**config.mk**
```make
export PLATFORM = sky130hd
export DESIGN_NAME = uart_rx_cmd_parser
export DESIGN_NICKNAME = d
export VERILOG_FILES = /design/src/rtl/uart_rx_cmd_parser.sv
export SDC_FILE = /design/constraint.sdc
export NUM_CORES = 1
export LEC_CHECK = 0
export CAP_MARGIN = 5
export CORE_MARGIN = 2
export CORE_UTILIZATION = 50
export CTS_CLUSTER_SIZE = 30
export DETAILED_ROUTE_END_ITERATION = 12
export GPL_TIMING_DRIVEN = 1
export PLACE_DENSITY_LB_ADDON = 0.3
export SETUP_SLACK_MARGIN = 0.1
export SYNTH_ARGS = -nofsm -noshare
export SYNTH_HDL_FRONTEND = slang
export SYNTH_SLANG_ARGS = --single-unit
```
**constraint.sdc**
```tcl
create_clock -name clk -period 2.55 [get_ports clk]
set_clock_uncertainty 0.15 [all_clocks]
set_input_delay 0.51 -clock clk [delete_from_list [all_inputs] [get_ports clk]]
set_output_delay 0.51 -clock clk [all_outputs]
set_load 0.01 [all_outputs]
```
**src/rtl/uart_rx_cmd_parser.sv**
```systemverilog
// Drains the uart rx FIFO, hunts for the EB 90 header and decodes fixed-length command frames
// (CMD, 4 data bytes, additive checksum) into a one-cycle command strobe.
module uart_rx_cmd_parser #(
    parameter logic [7:0]  HDR0    = 8'hEB,
    parameter logic [7:0]  HDR1    = 8'h90,
    parameter int unsigned TIMEOUT = 110592,
    parameter int unsigned TO_W    = 17
) (
    input  logic        clk,
    input  logic        rst,
    input  logic        rx_fifo_empty,
    output logic        rx_fifo_ren,
    input  logic [7:0]  rx_fifo_rdata,
    output logic        cmd_valid,
    output logic [7:0]  cmd_code,
    output logic [31:0] cmd_data,
    output logic        chk_err,
    output logic        to_err,
    output logic [7:0]  err_cnt,
    output logic        busy
);

    typedef enum logic [2:0] {StHunt0, StHunt1, StCmd, StData, StSum} state_e;

    localparam logic [TO_W-1:0] TermCnt = TO_W'(TIMEOUT - 1);

    state_e           state;
    logic             byte_vld;
    logic [TO_W-1:0]  to_cnt;
    logic [1:0]       idx;
    logic [7:0]       sum;
    logic [7:0]       cmd_r;
    logic [31:0]      data_r;
    logic             timeout;

    // A read is pending while byte_vld is high, so reads are spaced at least two cycles apart.
    assign rx_fifo_ren = rst & ~rx_fifo_empty & ~byte_vld;
    assign busy        = (state != StHunt0);
    // to_cnt counts the byte_vld cycle as 0, so the strobe lands TIMEOUT cycles after it.
    assign timeout     = (state != StHunt0) && !byte_vld && (to_cnt == TermCnt);

    always_ff @(posedge clk or negedge rst) begin
        if (!rst) begin
            state     <= StHunt0;
            byte_vld  <= 1'b0;
            to_cnt    <= '0;
            idx       <= 2'd0;
            sum       <= 8'd0;
            cmd_r     <= 8'd0;
            data_r    <= 32'd0;
            cmd_valid <= 1'b0;
            cmd_code  <= 8'd0;
            cmd_data  <= 32'd0;
            chk_err   <= 1'b0;
            to_err    <= 1'b0;
            err_cnt   <= 8'd0;
        end else begin
            byte_vld  <= rx_fifo_ren;
            cmd_valid <= 1'b0;
            chk_err   <= 1'b0;
            to_err    <= 1'b0;

            if (timeout) begin
                to_err <= 1'b1;
                if (err_cnt != 8'hFF) err_cnt <= err_cnt + 8'd1;
                state  <= StHunt0;
                to_cnt <= '0;
            end else if (byte_vld) begin
                to_cnt <= TO_W'(1);
                unique case (state)
                    StHunt0: begin
                        if (rx_fifo_rdata == HDR0) state <= StHunt1;
                        else to_cnt <= '0;
                    end
                    StHunt1: begin
                        if (rx_fifo_rdata == HDR1) begin
                            state <= StCmd;
                        end else if (rx_fifo_rdata != HDR0) begin
                            state  <= StHunt0;
                            to_cnt <= '0;
                        end
                    end
                    StCmd: begin
                        cmd_r <= rx_fifo_rdata;
                        sum   <= rx_fifo_rdata;
                        idx   <= 2'd0;
                        state <= StData;
                    end
                    StData: begin
                        data_r <= {data_r[23:0], rx_fifo_rdata};
                        sum    <= sum + rx_fifo_rdata;
                        idx    <= idx + 2'd1;
                        if (idx == 2'd3) state <= StSum;
                    end
                    StSum: begin
                        if (rx_fifo_rdata == sum) begin
                            cmd_valid <= 1'b1;
                            cmd_code  <= cmd_r;
                            cmd_data  <= data_r;
                        end else begin
                            chk_err <= 1'b1;
                            if (err_cnt != 8'hFF) err_cnt <= err_cnt + 8'd1;
                        end
                        state  <= StHunt0;
                        to_cnt <= '0;
                    end
                    default: begin
                        state  <= StHunt0;
                        to_cnt <= '0;
                    end
                endcase
            end else if (state == StHunt0) begin
                to_cnt <= '0;
            end else begin
                to_cnt <= to_cnt + TO_W'(1);
            end
        end
    end

endmodule

```
==> results.txt <==
----------------------------------------------------
[Job]
  Max-Cap Viols ... 0

[Worst setup path]
  Cell with the largest stage delay on the worst path ... sky130_fd_sc_hd__clkdlybuf4s50_1
  Crit. End Element ... output pin
  Delay-heaviest family, CP ... buffers and inverters
  Arrival @ worst endpoint ... approximately 1.7 ns
  Setup slack of the worst register-to-register path ... approximately 0.27 ns
  Req. time, crit path ... 1.89 ns
  Buf/Inv on CP ... 2
  CP Cell Sequence ... nor3_4 -> inv_1 -> clkdlybuf4s50_1
  Largest stage delay, worst path ... approximately 0.48 ns
  Type of the setup path with the least slack ... reg -> out
  Maximum fanout along the worst path ... 6
  Crit path launch type ... flip-flop

[Drt]
  DRC errors left ... 0
  Total detailed-routing wirelength ... between 10 and 15 mm
  Average vias per placed instance ... about 5.2
  Number of nets with antenna violations after routing ... 0
  Detailed-routing iteration count for the pre-antenna-repair pass ... 5
  Per-cell routed wire length ... between 10 and 15 um
  Via count of the routed design ... 4,133
  Number of violations reported at the end of detailed-routing iteration 0 ... roughly 240

[Run status]
  Result of the run ... complete, but fails checks
  Violated checks ... negative hold slack

[Yosys]
  Proportion of netlist area held by the largest area contributor ... 0.574
  Count of different cell masters after synthesis ... 46
  Post-Synthesis Mean Instance Area ... approximately 9.5 sq um
  Number of synthesized flops with an enable pin ... 0
  Post-Synthesis Cell Area ... 5320 sq um
  Ranking of synthesized cells by area ... sky130_fd_sc_hd__dfrtp_1 (57%), sky130_fd_sc_hd__nand2_1 (16%), sky130_fd_sc_hd__ha_1 (2.4%)
  Area leader, netlist ... sky130_fd_sc_hd__dfrtp_1
  Synth top cells by count ... sky130_fd_sc_hd__nand2_1 (230), sky130_fd_sc_hd__dfrtp_1 (122), sky130_fd_sc_hd__nor2_1 (28)
  Sequential cell area fraction in the yosys report ... 0.574
  Share of synthesized registers carrying an async set or reset ... 1.00
  Number of warning messages in the yosys log ... 0
  Most common flop cell mapped by yosys ... sky130_fd_sc_hd__dfrtp_1
  Synthesized instance count ... 559
  Flip-flop and latch count after synthesis ... 122
  Net count of the mapped netlist ... between 500 and 600
  Most frequent cell after synthesis ... sky130_fd_sc_hd__nand2_1

[Global routing]
  GRT Max-Usage Layer ... met2
  Met2 track demand over resource ... 0.340
  Met3 routing resource usage after global routing ... 0.0413
  Global-route congestion overflow total ... 0
  Number of antenna violations at the first check in global routing ... 0
  Vias in the first global route ... about 4.1k
  All-layer global routing usage ... 0.212
  Maximum number of pins on one net before global-route repair ... about 120
  Met1 track demand over resource ... 0.284
  Wire length of the first global-routing pass ... 19.1 mm

[Cells and area]
  N_diodes ... 0
  # fillers ... between 800 and 900
  Area added between synthesis and finish ... 28.9%
  Final design area excluding fillers ... 6850 sq um
  Share of final-layout standard cells stronger than drive strength 1 ... 0.133
  Final core utilization ... 0.664
  Number of cells in the finished layout apart from fillers ... ~800
  Number of nets in the layout ... 670

[Floorplanning]
  Starting Density ... 0.515
  Die Span X ... roughly 110 um
  I/O pins ... 64
  Site row count ... 37
  Die area ... between 10,000 and 15,000 sq um
  Total core area ... a little over 10,000 sq um
  DIE HEIGHT ... approximately 110 um

[Timing]
  Hold WS ... -0.00846 ns
  Setup repair after global routing missed its margin ... false
  Setup tns final ... 0 ns
  F_max ... between 0.4 and 0.5 GHz
  Max transition margin ... 0.580
  Pins Over Slew Limit ... 0
  Transition at the pin with the smallest max-transition slack ... 0.630 ns
  Final setup margin ... 0.183 ns
  Final worst path period need ... about 2.4 ns
  Number of failing setup endpoints in the final timing report ... 0
  Final-report hold violation count ... 10
  Post-route fraction of the period consumed by the critical path ... 0.928

[Clock network]
  CTS sink count ... 122
  Number of levels the H-tree was split into ... 4
  Hold Buf Count CTS ... 0
  TritonCTS clock tree ... done
  Clock buffers created by TritonCTS ... 17
  Clock root buffer ... sky130_fd_sc_hd__clkbuf_8
  Worst-skew pair later-pin latency ... ~0.5 ns
  Clock Tree Buf Depth ... 2
  Register clock-pin slew on the reported worst setup and hold paths ... ~0.060 ns

[Place]
  Weighted congestion at the end of routability-driven global placement ... 0.874
  DPL Wire Length ... about 7.5 mm
  Post-Place Cells ... 761
  Post-Place Cell Area ... slightly above 6000 sq um
  Count of buffers from port buffering ... 63
  Worst slack after detailed placement ... -0.262 ns

[Pwr]
  P_leak ... roughly 3.4 nW
  Sum of internal, switching and leakage power ... between 6 and 7 mW
  Pwr/cell area ... slightly above 900 nW/um^2
  Peak supply drop ... approximately 610 uV

[Worst hold path]
  Type of the tightest min-delay check ... in -> async

----------------------------------------------------
==> worst paths after layout <==
path,end,start,depth (start not counted)
max,busy,state[2],3
min,cmd_data[18],rst,2
max reg2reg,sum[7],sum[1],7
min reg2reg,byte_vld,byte_vld,1
max in group asynchronous,state[0],rst,2
min in group clk,byte_vld,rst,2
==> sequential cells by signal (all words and copies together), names as in the netlist <==
name,flops
data_r,32
to_cnt,17
sum,8
idx,2
state,3
cmd_data,32
err_cnt,8
cmd_r,8
cmd_code,8
chk_err,1
cmd_valid,1
byte_vld,1
to_err,1
==> routing by layer <==
layer | share of wire | vias up
li1 | - | 1991
met1 | 0.45 | 2011
met2 | 0.49 | 111
met3 | 0.046 | 20
met4 | 0.016 | 0
met5 | 0 | -
==> kinds of logic (layout without fill, tap and decap cells) <==
group           Yosys count  after routing  synth area share
simple gates            316            316             0.256
xor+xnor                 25             25            0.0412
fa+ha+maj                11             11            0.0273
flops                   122            122             0.574
compound gates           41             41            0.0473
buf+inv                  31            133            0.0271
mux                      13             13            0.0266
==> where the power goes <==
part | total (mW) | internal, mW | switching (mW) | leakage [nW]
clock | 2.31 | 1.44 | 0.866 | 0.276
sequential | 2.69 | 2.35 | 0.339 | 1.63
combinational | 1.25 | 0.601 | 0.646 | 1.51
total | 6.24 | 4.39 | 1.85 | 3.41
==> area by class of cell <==
type | count | area [sq um] | share of cell area
well taps | 136 | 170 | 0.0248
inverters | 7 | 26.3 | 0.00384
repair buffers | 94 | 886 | 0.129
clock inverters | 13 | 144 | 0.0210
clock buffers | 19 | 442 | 0.0645
flip-flops and latches | 122 | 3060 | 0.446
multi-input cells | 406 | 2130 | 0.311
==> placed cells by master (no fill, tap or decap), types with 3 or more instances in the layout <==
master and instances:
sky130_fd_sc_hd__nand2_1 230, sky130_fd_sc_hd__dfrtp_1 120, sky130_fd_sc_hd__clkdlybuf4s50_1 62, sky130_fd_sc_hd__buf_4 30
sky130_fd_sc_hd__nor2_1 27, sky130_fd_sc_hd__o21ai_0 18, sky130_fd_sc_hd__clkbuf_16 16, sky130_fd_sc_hd__nand3_1 14
sky130_fd_sc_hd__xor2_1 13, sky130_fd_sc_hd__xnor2_1 12, sky130_fd_sc_hd__ha_1 10, sky130_fd_sc_hd__mux2_2 9
sky130_fd_sc_hd__a21oi_1 8, sky130_fd_sc_hd__inv_1 7, sky130_fd_sc_hd__nor3_1 7, sky130_fd_sc_hd__nand4_1 5
sky130_fd_sc_hd__and3_1 5, sky130_fd_sc_hd__mux2i_1 4, sky130_fd_sc_hd__clkinv_4 4, sky130_fd_sc_hd__clkinvlp_4 4
sky130_fd_sc_hd__nor3b_1 3, sky130_fd_sc_hd__nand2b_1 3, sky130_fd_sc_hd__nor2b_1 3, sky130_fd_sc_hd__a211oi_1 3
sky130_fd_sc_hd__clkbuf_8 3
==> timing repair <==
action,CTS,global route
gates resized for setup,0,3
setup endpoints to repair,0,2
buffers inserted,0,4
No activity file was read; power rests on OpenSTA's default activity.
